<file path="src/rtl/frame_write_ctrl_pkg.sv">
// frame_write_ctrl_pkg: FSM states and default frame-buffer geometry shared by the
// write-side and read-side frame controllers.
package frame_write_ctrl_pkg;
  typedef enum logic [2:0] {IDLE, ACK, WAIT_DATA, CMD, WAIT_DONE, DONE} state_t;
  localparam int DEF_FRAME_WORDS = 196608;
  localparam int DEF_BASE_ADDR0 = 0;
  localparam int DEF_BASE_ADDR1 = 'h0040000;
endpackage

</file>
<file path="src/rtl/frame_write_ctrl.sv">
// frame_write_ctrl: splits each captured frame into memory write bursts and
// ping-pongs between two frame buffers.
module frame_write_ctrl
  import frame_write_ctrl_pkg::*;
#(
  parameter int ADDR_W = 25,
  parameter int LEN_W = 10,
  parameter int BURST_LEN = 128,
  parameter int FRAME_WORDS = DEF_FRAME_WORDS,
  parameter int BASE_ADDR0 = DEF_BASE_ADDR0,
  parameter int BASE_ADDR1 = DEF_BASE_ADDR1
) (
  input  logic              clk,
  input  logic              rst,
  input  logic              write_req,
  output logic              write_req_ack,
  input  logic [LEN_W:0]    fifo_rd_count,
  output logic              burst_cmd_valid,
  input  logic              burst_cmd_ready,
  output logic [ADDR_W-1:0] burst_cmd_addr,
  output logic [LEN_W-1:0]  burst_cmd_len,
  input  logic              burst_done,
  output logic              write_busy,
  output logic              frame_done,
  output logic              frame_index
);
  // remaining is kept wider than the length field so the zero-extension below is always legal
  localparam int RW_MIN = $clog2(FRAME_WORDS + 1);
  localparam int RW = RW_MIN > LEN_W ? RW_MIN : LEN_W + 1;
  state_t state, state_nxt;
  logic [RW-1:0] rem, rem_src;
  logic [LEN_W-1:0] len_nxt;
  logic accept;
  always_comb begin
    accept = state == CMD && burst_cmd_ready;
    rem_src = state == ACK ? RW'(FRAME_WORDS) : rem - {{(RW-LEN_W){1'b0}}, burst_cmd_len};
    len_nxt = rem_src >= RW'(BURST_LEN) ? LEN_W'(BURST_LEN) : rem_src[LEN_W-1:0];
  end
  always_ff @(posedge clk or posedge rst)
    if (rst) state <= IDLE;
    else state <= state_nxt;
  always_comb begin
    state_nxt = state;
    case (state)
      IDLE:      if (write_req) state_nxt = ACK;
      ACK:       state_nxt = WAIT_DATA;
      WAIT_DATA: if (fifo_rd_count >= {1'b0, burst_cmd_len}) state_nxt = CMD;
      CMD:       if (burst_cmd_ready) state_nxt = WAIT_DONE;
      WAIT_DONE: if (burst_done) state_nxt = rem != '0 ? WAIT_DATA : DONE;
      DONE:      state_nxt = IDLE;
      default:   state_nxt = IDLE;
    endcase
  end
  always_comb begin
    write_req_ack = state == ACK;
    burst_cmd_valid = state == CMD;
    write_busy = state != IDLE && state != DONE;
    frame_done = state == DONE;
  end
  // frame_index flips on entry to DONE so it already names the new buffer during frame_done
  always_ff @(posedge clk or posedge rst)
    if (rst) begin
      burst_cmd_addr <= '0;
      burst_cmd_len <= '0;
      rem <= '0;
      frame_index <= 1'b1;
    end else begin
      if (state == ACK || accept) begin
        burst_cmd_len <= len_nxt;
        rem <= rem_src;
      end
      if (state == ACK) burst_cmd_addr <= frame_index ? ADDR_W'(BASE_ADDR0) : ADDR_W'(BASE_ADDR1);
      else if (accept) burst_cmd_addr <= burst_cmd_addr + ADDR_W'(burst_cmd_len);
      if (state == WAIT_DONE && burst_done && rem == '0) frame_index <= ~frame_index;
    end
endmodule

</file>
<file path="config.mk">
export PLATFORM = sky130hd
export DESIGN_NAME = frame_write_ctrl
export DESIGN_NICKNAME = d
export VERILOG_FILES = /design/src/rtl/frame_write_ctrl_pkg.sv /design/src/rtl/frame_write_ctrl.sv
export SDC_FILE = /design/constraint.sdc
export NUM_CORES = 1
export LEC_CHECK = 0
export ABC_AREA = 1
export CAP_MARGIN = 10
export CORE_ASPECT_RATIO = 0.5
export CORE_MARGIN = 2
export CORE_UTILIZATION = 50
export CTS_BUF_LIST = sky130_fd_sc_hd__clkbuf_4
export DETAILED_ROUTE_END_ITERATION = 8
export PLACE_DENSITY = 0.81
export SYNTH_ARGS = -nofsm -noshare
export SYNTH_HDL_FRONTEND = slang
export SYNTH_SLANG_ARGS = --single-unit
</file>
<file path="constraint.sdc">
create_clock -name clk -period 2.2 [get_ports clk]
set_input_delay 0.33 -clock clk [delete_from_list [all_inputs] [get_ports clk]]
set_output_delay 0.33 -clock clk [all_outputs]
set_load 0.01 [all_outputs]
</file>
==> reports/metrics.yaml, run 1 <==
grt_usage_pct: 27.5
cts_tree: "done"
synth_area_leader_cell: "dfrtp_1"
place.gp.congestion: 0.969
violations: "negative setup slack"
area_growth_syn_to_layout_pct: 41.1
netlist_area_um2: 4240
antenna_found_initial: 0
grt-ovfl-total: 0
rsz0062_at_grt: "yes"
drtIter0Drc: 519
drive_above_1_share_pct: 26.6
r2r_slack_ns: -0.16
ys_seq_area_share_pct: 33.7
arrival_ns: 2.73
status: "finished with violations"
core_um2: 8120
hold_class: "input pin to asynchronous set/reset pin"
firstDrtPassIters: 6
via_per_inst: 5.58
dieArea_um2: 9270
async_flop_share_pct: 100
grt_pass1_vias: 4235
cts_buffers: 9
synthFlopType: "dfrtp_1"
numPortBuffers: 55
setup_ws_ns: -0.157
clk_pin_slew_worst_paths_ns: 0.10
ant_nets: 0
p_leak_uw: 0.00287
fin_nets: 792
ff2ff_path_depth: 15
worstPathCellList: "ha_4 > inv_4 > fa_2 > nand3_4 > nand2_4 > buf_4 > nand2_1 > nand3_1 > nand3_1 > nor2_1 > nand3_1 > nand3_2 > nor2_4 > nand2_1 > nand2_1"
synth_top_cell_area_share_pct: 33.1
hpwl_mm: 9.26
cts_root_buf: "clkbuf_4"
synth_area_per_cell_um2: 6.86
p_total_uw: 6950
post-place-ws_ns: -0.132
tightest_slew_ns: 0.478
worstSkewPairLatency_ns: 0.43
start_util_pct: 52.2
drc: 0
r2r_end: "burst_cmd_len[0]$_DFFE_PP0P_"
diodes: 0
fp.dieW_um: 134
clock-sinks: 57
slowest_stage: "dfrtp_1"
finClkSkew_ns: 0.0151
cp.required_ns: 2.57
synthCells: 618
cts.path.max_buffers: 2
period_minus_slack_ns: 2.36
grt_start_max_net_pins: 58
synth_nets: 666
fmax_mhz: 424
hold_viol: 0
cap_viol_max_count: 0
io_pins: 56
cp-end-kind: "register"
post-synth-top-count-cell: "nand2_1"
cts-htree-levels: 3
slew_headroom_pct: 67.9
die_h_um: 69.1
critical_path_class: "register to register"
synth_edf_count: 0
r2r_start: "burst_cmd_len[0]$_DFFE_PP0P_"
ys_warn_count: 0
synth.ff_latch_count: 57
timing.final.crit_share_pct: 107
ir_drop_uv: 662
wl_per_cell_um: 16.2
finalSetupViolCount: 16
cp_max_fo: 8
synth.area.top_cells: "dfrtp_1, nand2_1, ha_1, inv_1, o21ai_0"
setup_tns_ns: -1.61
startpoint_type: "register"
grt_pass1_wl_mm: 20.3
num_rows: 23
wl_mm: 13.9
synth_common_cells: "nand2_1, inv_1, dfrtp_1"
slew_violations: 0
vias: 4807
ys_types: 39
cpPeakStageDelay_ns: 0.45
pwr_density_cell_nw_per_um2: 1160
-- power by group --
group / switching, µW / internal [µW]
sequential: 234 / 1250
combinational: 2900 / 1900
clock: 415 / 253
-- logic make-up after synthesis --
| group | share of synthesized area [%] |
|---|---|
| flip-flops | 33.7 |
| XOR/XNOR | 1.24 |
| adder cells (fa/ha/maj) | 9.80 |
| buffers and inverters | 9.86 |
| AO/OA/AOI/OAI | 13.0 |
| AND/OR/NAND/NOR | 32.4 |
-- timing repair --
action / 4_1_cts / 5_1_grt
endpoints found under the setup margin: 18 / 31
hold buffers: 0 / 0
gates resized for setup: 35 / 78
pin swaps: 14 / 34
setup buffers: 8 / 8
-- metrics by stage --
step	cells	hold WS, ns	area, µm²	util (%)
floorplan	618	0.452	4240	-
global placement	829	0.489	5300	65.3
detailed placement	829	0.489	5300	65.3
CTS	853	0.278	5620	69.2
global route	861	0.296	5980	73.7
finish	861	0.272	5980	73.7
-- flip-flops by register name, summed over array words and instances, names as in the netlist --
name,flops
burst_cmd_addr,25
burst_cmd_len,10
frame_index,1
rem,18
state,3
-- worst max-delay path: cells and delay by family (launching register included) --
family / cells / cell delay (ns)
adder cells (fa/ha/maj): 2 / 0.56
buffers and inverters: 2 / 0.18
flip-flops: 1 / 0.45
AND/OR/NAND/NOR: 11 / 1.10
-- layout by cell type (no fill, tap or decap), drive strengths merged, types with 15 or more instances in the layout --
cell type | Yosys | layout
a21oi | 38 | 38
buf | 5 | 70
clkdlybuf4s50 | 0 | 55
dfrtp | 56 | 56
ha | 30 | 30
inv | 99 | 99
nand2 | 186 | 186
nand3 | 37 | 37
nand4 | 15 | 15
nor2 | 56 | 56
o21ai | 45 | 45
-- cell type report --
class / instances / area, µm²
Sequential cell: 57 / 1430
Fill cell: 568 / 2130
Inverter: 99 / 377
Timing Repair Buffer: 125 / 1100
Clock inverter: 5 / 32.5
Tap cell: 112 / 140
Clock buffer: 11 / 82.6
Multi-Input combinational cell: 452 / 2820
-- per-layer routing --
layer | global-route usage, % | wire, µm | vias up
met5 | 0 | 0 | -
met4 | 6.08 | 319 | 0
met3 | 6.18 | 1290 | 39
met2 | 42.5 | 6300 | 241
met1 | 39.4 | 6010 | 2274
li1 | - | - | 2253
-- how the worst max path moves through the flow --
stage | from | end | slack [ns] | depth (start not counted)
3_5_place_dp | rem[0]$_DFFE_PP0P_ | burst_cmd_len[7]$_DFFE_PP0P_ | -0.13 | 16
4_1_cts | burst_cmd_len[0]$_DFFE_PP0P_ | burst_cmd_len[2]$_DFFE_PP0P_ | -0.02 | 16
2_1_floorplan | burst_cmd_len[0]$_DFFE_PP0P_ | burst_cmd_len[0]$_DFFE_PP0P_ | 0.007 | 14
3_3_place_gp | burst_cmd_len[0]$_DFFE_PP0P_ | burst_cmd_addr[24]$_DFFE_PP0P_ | -0.05 | 12
5_1_grt | burst_cmd_len[1]$_DFFE_PP0P_ | burst_cmd_len[0]$_DFFE_PP0P_ | -0.26 | 16
6_report | burst_cmd_len[0]$_DFFE_PP0P_ | burst_cmd_len[0]$_DFFE_PP0P_ | -0.16 | 15
(Power assumes the default switching activity.)
==> run 2: changes to the inputs <==
--- a/config.mk
+++ b/config.mk
@@ -9,10 +9,12 @@
 export CAP_MARGIN = 10
 export CORE_ASPECT_RATIO = 0.5
 export CORE_MARGIN = 2
-export CORE_UTILIZATION = 50
+export CORE_UTILIZATION = 45
 export CTS_BUF_LIST = sky130_fd_sc_hd__clkbuf_4
 export DETAILED_ROUTE_END_ITERATION = 8
-export PLACE_DENSITY = 0.81
+export PLACE_DENSITY = 0.75
+export SKIP_CTS_REPAIR_TIMING = 1
+export SLEW_MARGIN = 15
 export SYNTH_ARGS = -nofsm -noshare
 export SYNTH_HDL_FRONTEND = slang
 export SYNTH_SLANG_ARGS = --single-unit
==> reports/metrics.yaml, run 2 (synthesized netlist as in run 1, its figures left out) <==
startpoint_type: "register"
grt_pass1_vias: 4018  # -5.1%
cts_tree: "done"
layout_common_cells: "nand2_1, inv_1, buf_4"
period_minus_slack_ns: 2.36  # +0.000788 ns
drive_above_1_share_pct: 23.8  # -2.8 points
clock-sinks: 57  # unchanged
fp.dieW_um: 141  # +5.2%
drc: 0  # unchanged
cp_max_fo: 8  # unchanged
cap_viol_max_count: 0  # unchanged
finalSetupViolCount: 10  # -6
instances_no_fill: 865  # +0.46%
seqCellArea_um2: 1430  # about the same
hpwl_mm: 9.34  # +0.90%
num-fill-cells: 721  # +27%
via_per_inst: 5.31  # -4.9%
cp.required_ns: 2.56  # about the same
grt_pass1_wl_mm: 19.8  # -2.6%
diodes: 0  # unchanged
hold_viol: 0  # unchanged
cts_buffers: 9  # unchanged
vias: 4592  # -4.5%
slew_headroom_pct: 66.3  # -1.5 points
layout_top_registers: "burst_cmd_addr: 25 flops, rem: 18 flops, burst_cmd_len: 10 flops"
met2_usage_pct: 38.4  # -4.1 points
slew_violations: 0  # unchanged
start_util_pct: 47.5  # -4.7 points
hold_class: "input pin to asynchronous set/reset pin"
gr-usage-met3_pct: 6.04  # -0.14 points
p_total_uw: 6670  # -4.1%
num_rows: 24  # +4.3%
post-place-ws_ns: -0.148  # -0.0157 ns
place.gp.congestion: 0.899  # -7.2%
top_usage_layer: "met2"
violations: "negative setup slack"
area_growth_syn_to_layout_pct: 38.6
setup_tns_ns: -1.05  # +0.556 ns
tightest_slew_ns: 0.500  # +0.0222 ns
clk_pin_slew_worst_paths_ns: 0.10  # about the same
drtIter0Drc: 431  # -17%
fmax_mhz: 424  # about the same
ir_drop_uv: 512  # -23%
ant_nets: 0  # unchanged
p_leak_uw: 0.00286  # -0.22%
io_pins: 56  # unchanged
fin_nets: 792  # unchanged
cts_root_buf: "clkbuf_4"
grt_start_max_net_pins: 58  # unchanged
wl_mm: 12.9  # -7.3%
cts-htree-levels: 3  # unchanged
antenna_found_initial: 0  # unchanged
regMostFlops: "burst_cmd_addr"
arrival_ns: 2.72  # about the same
cp-end-kind: "register"
rsz0062_at_grt: "yes"
setup_ws_ns: -0.158  # -0.000788 ns
holdWs_ns: 0.291  # +0.0184 ns
grt-ovfl-total: 0  # unchanged
pwr_density_cell_nw_per_um2: 1140  # -2.3%
cts.path.max_buffers: 2  # unchanged
timing.final.crit_share_pct: 107  # about the same
core_um2: 8920  # +9.9%
multi_input_area_um2: 2690  # -4.4%
firstDrtPassIters: 7  # +1
final_common_cell: "nand2_1"
largest_reg_flops: 25  # unchanged
finClkSkew_ns: 0.0120  # -0.00317 ns
numPortBuffers: 55  # unchanged
grt_usage_pct: 24.8  # -2.7 points
grtUsageMet1_pct: 35.7  # -3.7 points
wl_per_cell_um: 14.9  # -7.8%
die_h_um: 72.6  # +5.1%
critical_path_class: "register to register"
dpl.cell_count: 836  # +0.84%
dieArea_um2: 10300  # +11%
status: "finished with violations"
worstSkewPairLatency_ns: 0.42  # about the same
## run 2: changes by cell type in the layout (fill, tap and decap cells not counted), moves of 3 or more
| cell | before | now |
|---|---|---|
| inv_2 | 15 | 11 |
| nand2_4 | 5 | 2 |
| ha_1 | 15 | 18 |
| inv_1 | 82 | 86 |
| nand2_1 | 153 | 165 |
| ha_4 | 14 | 11 |
| nand2_2 | 28 | 19 |
## run 2: area by class of cell
type                       instances  share of cell area [%]
clock buffer                      11                    1.41
clock inverter                     4                   0.767
inverter                          99                    6.41
multi-input combinational        452                    45.9
sequential                        57                    24.3
tap                              117                    2.49
timing repair buffer             125                    18.7
## run 2: routing by layer
layer  share of wire, %  up-vias
met1                 46     2148
met4                1.1        0
met2                 44      178
li1                   -     2250
met3                8.8       16
met5                  0        -
## run 2: worst paths after layout
path	from	endpoint	slack, ns	cells past startpoint
setup / recovery	burst_cmd_len[4]$_DFFE_PP0P_	burst_cmd_len[0]$_DFFE_PP0P_	-0.16	15
hold / removal	rst	rem[6]$_DFFE_PP0P_	0.29	3
setup reg to reg	burst_cmd_len[4]$_DFFE_PP0P_	burst_cmd_len[0]$_DFFE_PP0P_	-0.16	15
hold reg to reg	frame_index$_DFFE_PP1P_	frame_index$_DFFE_PP1P_	0.51	1
max in group asynchronous	rst	frame_index$_DFFE_PP1P_	1.61	3
min in group clk	frame_index$_DFFE_PP1P_	frame_index$_DFFE_PP1P_	0.51	1
## run 2: stage by stage
stage | utilization [%] | area, µm²
final | 65.8 | 5870
after global routing | 65.8 | 5870
after CTS | 61.1 | 5450
after detailed placement | 59.7 | 5320
after global placement | 59.7 | 5320
after floorplan | - | 4240
## run 2: worst max-delay path, stage by stage (launching register included)
cell	delay [ns]
dfrtp_1	0.40
inv_1	0.08
ha_1	0.35
buf_4	0.13
nand2_1	0.10
nor2_2	0.21
nand3_1	0.13
nand3_1	0.09
nand2_1	0.05
nand3_1	0.07
nand2_1	0.08
nor2_1	0.13
nand2_2	0.08
nor2_4	0.22
nand2_1	0.09
nand2_1	0.07
## run 2: power by group
| group | switching, µW | total (µW) | internal (µW) |
|---|---|---|---|
| Combinational | 2670 | 4430 | 1760 |
| Clock | 401 | 762 | 360 |
| Sequential | 225 | 1470 | 1250 |
